### config.mk
export PLATFORM = sky130hd
export DESIGN_NAME = sub32_serial
export DESIGN_NICKNAME = d
export VERILOG_FILES = /design/src/rtl/sub32_pkg.sv /design/src/rtl/sub4_slice.sv /design/src/rtl/sub32_serial.sv
export SDC_FILE = /design/constraint.sdc
export NUM_CORES = 1
export LEC_CHECK = 0
export BUFFER_PORTS_ARGS = -buffer_cell sky130_fd_sc_hd__buf_4
export CORE_ASPECT_RATIO = 1.2
export CORE_MARGIN = 2
export CORE_UTILIZATION = 30
export CTS_CLUSTER_SIZE = 16
export DETAILED_ROUTE_END_ITERATION = 12
export PLACE_DENSITY = 0.52
export SLEW_MARGIN = 20
export SYNTH_ARGS = -nofsm -noshare
export SYNTH_HDL_FRONTEND = slang
export SYNTH_SLANG_ARGS = --single-unit
### constraint.sdc
create_clock -name m_clock -period 3.1 [get_ports m_clock]
set_clock_uncertainty 0.1 [all_clocks]
set_input_delay 0.62 -clock m_clock [delete_from_list [all_inputs] [get_ports m_clock]]
set_output_delay 0.62 -clock m_clock [all_outputs]
set_load 0.1 [all_outputs]
### src/rtl/sub32_pkg.sv
`default_nettype none
// ============================================================================
// Module      : sub32_pkg
// Description : Shared defaults, FSM state encoding and sizing helper for the
//               serial 32-bit subtractor.
// Revision    : 1.0 - initial release
// ============================================================================
package sub32_pkg;

    localparam int c_def_width = 32;
    localparam int c_def_slice = 4;

    typedef logic [1:0] state_t;

    localparam state_t c_st_idle = 2'd0;
    localparam state_t c_st_run  = 2'd1;
    localparam state_t c_st_done = 2'd2;

    // Bits needed to count n values (0..n-1); returns 0 for n <= 1.
    function automatic int clog2(input int n);
        int r;
        r = 0;
        for (int v = n - 1; v > 0; v = v >> 1) begin
            r = r + 1;
        end
        return r;
    endfunction

endpackage
`default_nettype wire

### src/rtl/sub4_slice.sv
`default_nettype none
// ============================================================================
// Module      : sub4_slice
// Description : Combinational SLICE-bit subtract step: {o_co,o_s} = a + ~b + cin.
// Revision    : 1.0 - initial release
// ============================================================================
module sub4_slice #(
    parameter int SLICE = 4
) (
    input  logic [SLICE-1:0] i_a,
    input  logic [SLICE-1:0] i_b,
    input  logic             i_cin,
    output logic [SLICE-1:0] o_s,
    output logic             o_co
);

    logic [SLICE:0] w_sum;

    assign w_sum = {1'b0, i_a} + {1'b0, ~i_b} + {{SLICE{1'b0}}, i_cin};
    assign o_s   = w_sum[SLICE-1:0];
    assign o_co  = w_sum[SLICE];

endmodule
`default_nettype wire

### src/rtl/sub32_serial.sv
`default_nettype none
// ============================================================================
// Module      : sub32_serial
// Description : Serial subtractor, diff = a - b - bin, one SLICE-bit slice per
//               clock (LSB first) with start/done handshake and flag outputs.
// Revision    : 1.0 - initial release
// ============================================================================
module sub32_serial
    import sub32_pkg::*;
#(
    parameter int WIDTH = c_def_width,
    parameter int SLICE = c_def_slice
) (
    input  logic             m_clock,
    input  logic             p_reset,
    input  logic             start,
    input  logic [WIDTH-1:0] a,
    input  logic [WIDTH-1:0] b,
    input  logic             bin,
    output logic             busy,
    output logic             done,
    output logic [WIDTH-1:0] diff,
    output logic             bout,
    output logic             ov,
    output logic             zero
);

    localparam int NSLICE = WIDTH / SLICE;
    localparam int CNT_W  = (clog2(NSLICE) < 1) ? 1 : clog2(NSLICE);
    localparam logic [CNT_W-1:0] c_cnt_last = CNT_W'(NSLICE - 1);

    state_t                 r_state;
    logic [CNT_W-1:0]       r_cnt;
    logic [WIDTH-1:0]       r_a_sh;
    logic [WIDTH-1:0]       r_b_sh;
    logic [WIDTH-SLICE-1:0] r_res_sh;
    logic                   r_carry;
    logic                   r_a_msb;
    logic                   r_b_msb;
    logic                   r_busy;
    logic                   r_done;
    logic [WIDTH-1:0]       r_diff;
    logic                   r_bout;
    logic                   r_ov;
    logic                   r_zero;

    logic [SLICE-1:0]       w_s;
    logic                   w_co;
    logic [WIDTH-1:0]       w_res_next;

    sub4_slice #(
        .SLICE (SLICE)
    ) u_slice (
        .i_a   (r_a_sh[SLICE-1:0]),
        .i_b   (r_b_sh[SLICE-1:0]),
        .i_cin (r_carry),
        .o_s   (w_s),
        .o_co  (w_co)
    );

    // On the last slice this is the complete difference, so commit uses it directly.
    assign w_res_next = {w_s, r_res_sh};

    always_ff @(posedge m_clock) begin
        if (!p_reset) begin
            r_state  <= c_st_idle;
            r_cnt    <= '0;
            r_a_sh   <= '0;
            r_b_sh   <= '0;
            r_res_sh <= '0;
            r_carry  <= 1'b0;
            r_a_msb  <= 1'b0;
            r_b_msb  <= 1'b0;
            r_busy   <= 1'b0;
            r_done   <= 1'b0;
            r_diff   <= '0;
            r_bout   <= 1'b0;
            r_ov     <= 1'b0;
            r_zero   <= 1'b0;
        end else begin
            case (r_state)
                c_st_idle, c_st_done: begin
                    r_done <= 1'b0;
                    if (start) begin
                        r_a_sh  <= a;
                        r_b_sh  <= b;
                        r_a_msb <= a[WIDTH-1];
                        r_b_msb <= b[WIDTH-1];
                        r_carry <= ~bin;
                        r_cnt   <= '0;
                        r_busy  <= 1'b1;
                        r_state <= c_st_run;
                    end else begin
                        r_state <= c_st_idle;
                    end
                end
                c_st_run: begin
                    r_a_sh   <= {{SLICE{1'b0}}, r_a_sh[WIDTH-1:SLICE]};
                    r_b_sh   <= {{SLICE{1'b0}}, r_b_sh[WIDTH-1:SLICE]};
                    r_res_sh <= w_res_next[WIDTH-1:SLICE];
                    r_carry  <= w_co;
                    r_cnt    <= r_cnt + CNT_W'(1);
                    if (r_cnt == c_cnt_last) begin
                        r_diff  <= w_res_next;
                        r_bout  <= ~w_co;
                        r_ov    <= (r_a_msb != r_b_msb) & (w_res_next[WIDTH-1] != r_a_msb);
                        r_zero  <= ~|w_res_next;
                        r_busy  <= 1'b0;
                        r_done  <= 1'b1;
                        r_state <= c_st_done;
                    end
                end
                default: begin
                    r_busy  <= 1'b0;
                    r_done  <= 1'b0;
                    r_state <= c_st_idle;
                end
            endcase
        end
    end

    assign busy = r_busy;
    assign done = r_done;
    assign diff = r_diff;
    assign bout = r_bout;
    assign ov   = r_ov;
    assign zero = r_zero;

endmodule
`default_nettype wire

Word level (Yosys, flattened, before mapping)
Index checks and enable logic that the tools add are counted.
{"block": "word_totals", "inputBits": 68, "wordCells": 52, "reg_bits": 137, "out_inout_bits": 37}
{"block": "op_classes", "reduce_logical": 10, "muxes": 14, "n_eq_ne": 7, "n_addsub": 3, "bitwise_logic": 4}
{"cell": "$pmux 32 s2", "count": 2}
{"cell": "$mux 32", "count": 2}
{"cell": "$reduce_or 32->1", "count": 1}
{"cell": "$reduce_and 2->1", "count": 5}
{"cell": "$pmux 3 s2", "count": 1}
{"cell": "$add 4x4->5", "count": 1}
{"cell": "$add 5x1->5", "count": 1}
{"cell": "$mux 1", "count": 4}
{"cell": "$ne 2x2->1 const B", "count": 2}
{"cell": "$not 4->4", "count": 1}
{"cell": "$pmux 1 s2", "count": 2}
{"cell": "$pmux 2 s2", "count": 1}
{"cell": "$add 3x1->3 const B", "count": 1}
{"cell": "$eq 3x3->1 const B", "count": 1}
{"cell": "$mux 3", "count": 1}
{"cell": "$eq 2x1->1 const B", "count": 1}
{"cell": "$eq 2x2->1 const B", "count": 1}
{"cell": "$logic_not 2->1", "count": 1}
{"cell": "$mux 2", "count": 1}
{"cell": "$ne 1x1->1", "count": 2}
{"cell": "$not 1->1", "count": 2}
{"cell": "$reduce_bool 2->1", "count": 1}
{"cell": "$reduce_or 2->1", "count": 1}
{"cell": "$and 1x1->1", "count": 1}
{"cell": "$logic_not 1->1", "count": 1}

Logic depth before layout (Yosys ltp)
{"block": "depth", "ltp_word": 5, "depth_mapped": 7}

Hierarchy
A second synthesis with hierarchy kept.
{"block": "hier_totals", "hier_cells": 689, "area_unflattened_um2": 5403.9}
{"module": "sub32_serial", "cells_each": 670, "area_per_inst_um2": 5252.5, "seq_area_each_um2": 2742.6, "n_inst": 1}
{"module": "sub4_slice", "cells_each": 19, "area_per_inst_um2": 151.4, "seq_area_each_um2": 0.0, "n_inst": 1}

Worst setup path before layout
No wires, ideal clock.
{"block": "synth_timing", "kind": "register to register", "start": "reg r_a_sh[0]", "end": "reg r_zero (netlist: zero)", "arrival_time_ps": 1914, "required_ps": 2913, "setup_slack_ps": 999, "setup_ps": 87, "path_stages_with_launch": 7, "n_path_buf": 0, "path_cell_list": "dfxtp_1 inv_1 fa_1 fa_1 nand4_1 or3_1 o31ai_1"}
{"block": "synth_via", "elab_chain_cells": 4}
{"item": "start, declared", "line": "sub32_serial.sv:34", "source": "logic [WIDTH-1:0] r_a_sh;"}
{"item": "start signal, assigned", "line": "sub32_serial.sv:98", "source": "r_a_sh <= {{SLICE{1'b0}}, r_a_sh[WIDTH-1:SLICE]};"}
{"item": "$add 4x4->5", "line": "sub4_slice.sv:19", "source": "assign w_sum = {1'b0, i_a} + {1'b0, ~i_b} + {{SLICE{1'b0}}, i_cin};"}
{"item": "$add 5x1->5", "line": "sub4_slice.sv:19"}
{"item": "$reduce_or 32->1", "line": "sub32_serial.sv:107", "source": "r_zero <= ~|w_res_next;"}
{"item": "$logic_not 1->1", "line": "sub32_serial.sv:107"}
{"item": "end signal, assigned", "line": "sub32_serial.sv:107"}
{"item": "end, declared", "line": "sub32_serial.sv:45", "source": "logic r_zero;"}
Every way passes these cells.
A chain may end at the register's enable or synchronous reset.

Worst setup path after layout
Same ends and word-level chain as after synthesis.

==> results.toml <==
[setup_path]
cp_max_fo = 3
rrSetupSlack_ns = 0.88
startpoint_type = "flip-flop"
critPathKind = "reg2reg"
cp-end-kind = "flip-flop"
cp.required_ns = 3.33
r2r_cells = 6
reg2reg_to = "zero$_SDFFE_PN0P_"
cp_data_arrival_time_ns = 2.45
r2r-start = "r_a_sh[0]$_SDFFE_PN0P_"
cp-startpoint = "r_a_sh[0]$_SDFFE_PN0P_"

[synth]
seq_area_frac_synth_pct = 50.5
yosys_warnings = 0
syn_inst = 687
netlist_area_um2 = 5430
synth_seq_cells = 137
synth_top_area_share_pct = 50.5
synthTopCellsByArea = "dfxtp_1 51%, nand2_1 16%, a311oi_1 9.0%"
syn_nets = 762
syn-mean-instance-area_um2 = 7.90
synth_cell_types = 33
synth_top_cell_by_area = "dfxtp_1"

[route]
wirelength_um = 14100
avgViaCountPerCell = 4.88
wl_per_cell_um = 14.1
drtIter0Drc = 402
dr.pass1.iters = 5
ant_nets = 0
vias = 4875
drcViolationCount = 0

[power]
finalPower_uw = 4410
powerDensity_nw_per_um2 = 634
switching_share_pct = 24.0
clkPwrFrac_pct = 46.1
p_sw_uw = 1060
sequentialPowerShare_pct = 43.5
vdd_ir_drop_max_mv = 0.336
leakage_uw = 0.00273
comb_power_share_pct = 10.4
internal_power_uw = 3350

[cells_and_area]
synthToLayoutAreaGrowth_pct = 28.2
filler_cell_count = 1886
layout_commonest_cell = "nand2_1"
postLayoutCellArea_um2 = 6950
drive_above_1_share_pct = 19.2
nNetsFinal = 842
final_cell_mix = "230 x nand2_1, 137 x dfxtp_1, 116 x buf_4"
antenna_cells = 0

[sta]
rsz0062_at_grt = "no"
setup_tns_ns = 0
fmax_ghz = 0.450
max_slew.worst_pin.slew_ns = 0.940
fin_crit_ns = 2.22
finalCritPeriodShare_pct = 71.7
maxSlewHeadroom_pct = 37.1
finalHoldViolCount = 0
finalMaxSlewViolations = 0
setup_viol = 0

[clock_tree]
cts_setup_buffers = 0
cts_tree = "done"
hold_buffers = 0
clockBufferDepth = 2
ctsResizeCount = 0
clk_pin_slew_ns = 0.05
cts_root_buf = "clkbuf_16"
clk_latency_ns = 0.41
clkSinkCount = 137
numCtsBuffers = 17
h-tree-depth = 4

[global_routing]
antenna_found_initial = 0
grt-ovfl-total = 0
grt_start_max_net_pins = 75
grt_pass1_vias = 4711
grt_usage_pct = 14.9
grt_pass1_wl_um = 23100

[placement]
postPlaceCellArea_um2 = 6370
dp_hpwl_um = 9400
place_congestion = 0.763
io_buffer_count = 104

[floorplanning]
ios = 105
die_y_um = 151
die_x_um = 127
core_um2 = 17600
fp-row-count = 53
initial_utilization_pct = 30.8
dieArea_um2 = 19200

[run]
cap_viol_max_count = 0

[hold_path]
hold_class = "reg2reg"
holdPathStages = 2
min-delay-start = "diff[24]$_SDFFE_PN0P_"
min_to = "diff[24]$_SDFFE_PN0P_"

[status]
status = "finished clean"
through the flow:
step                instances  hold WS (ns)  setup slack (ns)  util (%)
CTS                       998         0.340             0.875      39.4
detailed placement        968         0.348             0.888      36.1
global placement          968         0.345             0.927      36.1
global route              998         0.348             0.774      39.4
floorplan                 687         0.336             0.999         -
finish                    998         0.353             0.877      39.4
cell families after synthesis:
kind of cell | after synthesis | synth area share, %
and+or+nand+nor | 335 | 24.4
adders and majority gates | 7 | 1.89
AOI/OAI and AO/OA | 143 | 17.9
buffers and inverters | 64 | 5.10
xor gates and xnor gates | 1 | 0.161
DFF | 137 | 50.5
power groups by stage:
stage                     Combinational, uW  Sequential (uW)  Clock (uW)
after floorplan                         310             1940           0
after global placement                  457             1950           0
after detailed placement                464             1950           0
after CTS                               467             1920        2080
after global routing                    519             1930        2150
final                                   460             1920        2030
worst max-delay path, stage by stage (launching register included):
cell	delay (ns)
dfxtp_1	0.33
inv_1	0.06
fa_1	0.46
fa_1	0.54
nand4_1	0.09
or3_1	0.39
o31ai_1	0.18
sequential cells by signal (all words and copies together), names as in the netlist:
signal	cells
ov	1
r_b_msb	1
r_state	2
r_a_sh	32
r_b_sh	32
r_cnt	3
diff	32
bout	1
zero	1
r_a_msb	1
r_carry	1
r_res_sh	28
busy	1
done	1
synth_stat cells, drive strengths merged:
master / number
o21ai: 5
inv: 7
a311oi: 56
clkinv: 1
and3: 1
o21a: 2
nand2: 230
o31ai: 1
fa: 2
xnor2: 1
or3: 2
buf: 24
a211o: 1
and2: 3
a21o: 1
clkbuf: 32
nand3: 3
nor3: 1
dfxtp: 137
a22oi: 8
a21oi: 64
and3b: 1
nand4: 3
ha: 5
nor2: 79
nand2b: 3
nor2b: 3
a211oi: 4
a31oi: 1
nor4: 6
per-layer routing:
| metal | vias up | routed length, um | track usage [%] |
|---|---|---|---|
| li1 | 2485 | - | - |
| met3 | 22 | 685 | 3.57 |
| met5 | - | 0 | 0 |
| met2 | 119 | 6600 | 24.0 |
| met1 | 2249 | 6550 | 19.3 |
| met4 | 0 | 250 | 5.99 |
final cells by class:
class	instances	area (um^2)	share of cell area [%]
timing repair buffer	117	891	12.8
multi-input combinational	486	2430	34.9
inverter	8	32.5	0.468
clock inverter	7	118	1.69
tap	220	275	3.96
clock buffer	23	468	6.73
sequential	137	2740	39.4
worst max-delay path by stage:
stage	end	slack, ns	cells after the start
global placement	zero$_SDFFE_PN0P_	0.93	6
CTS	zero$_SDFFE_PN0P_	0.88	6
floorplan	zero$_SDFFE_PN0P_	1.0	6
finish	zero$_SDFFE_PN0P_	0.88	6
detailed placement	zero$_SDFFE_PN0P_	0.89	6
global route	zero$_SDFFE_PN0P_	0.77	6
(Power assumes the default switching activity.)
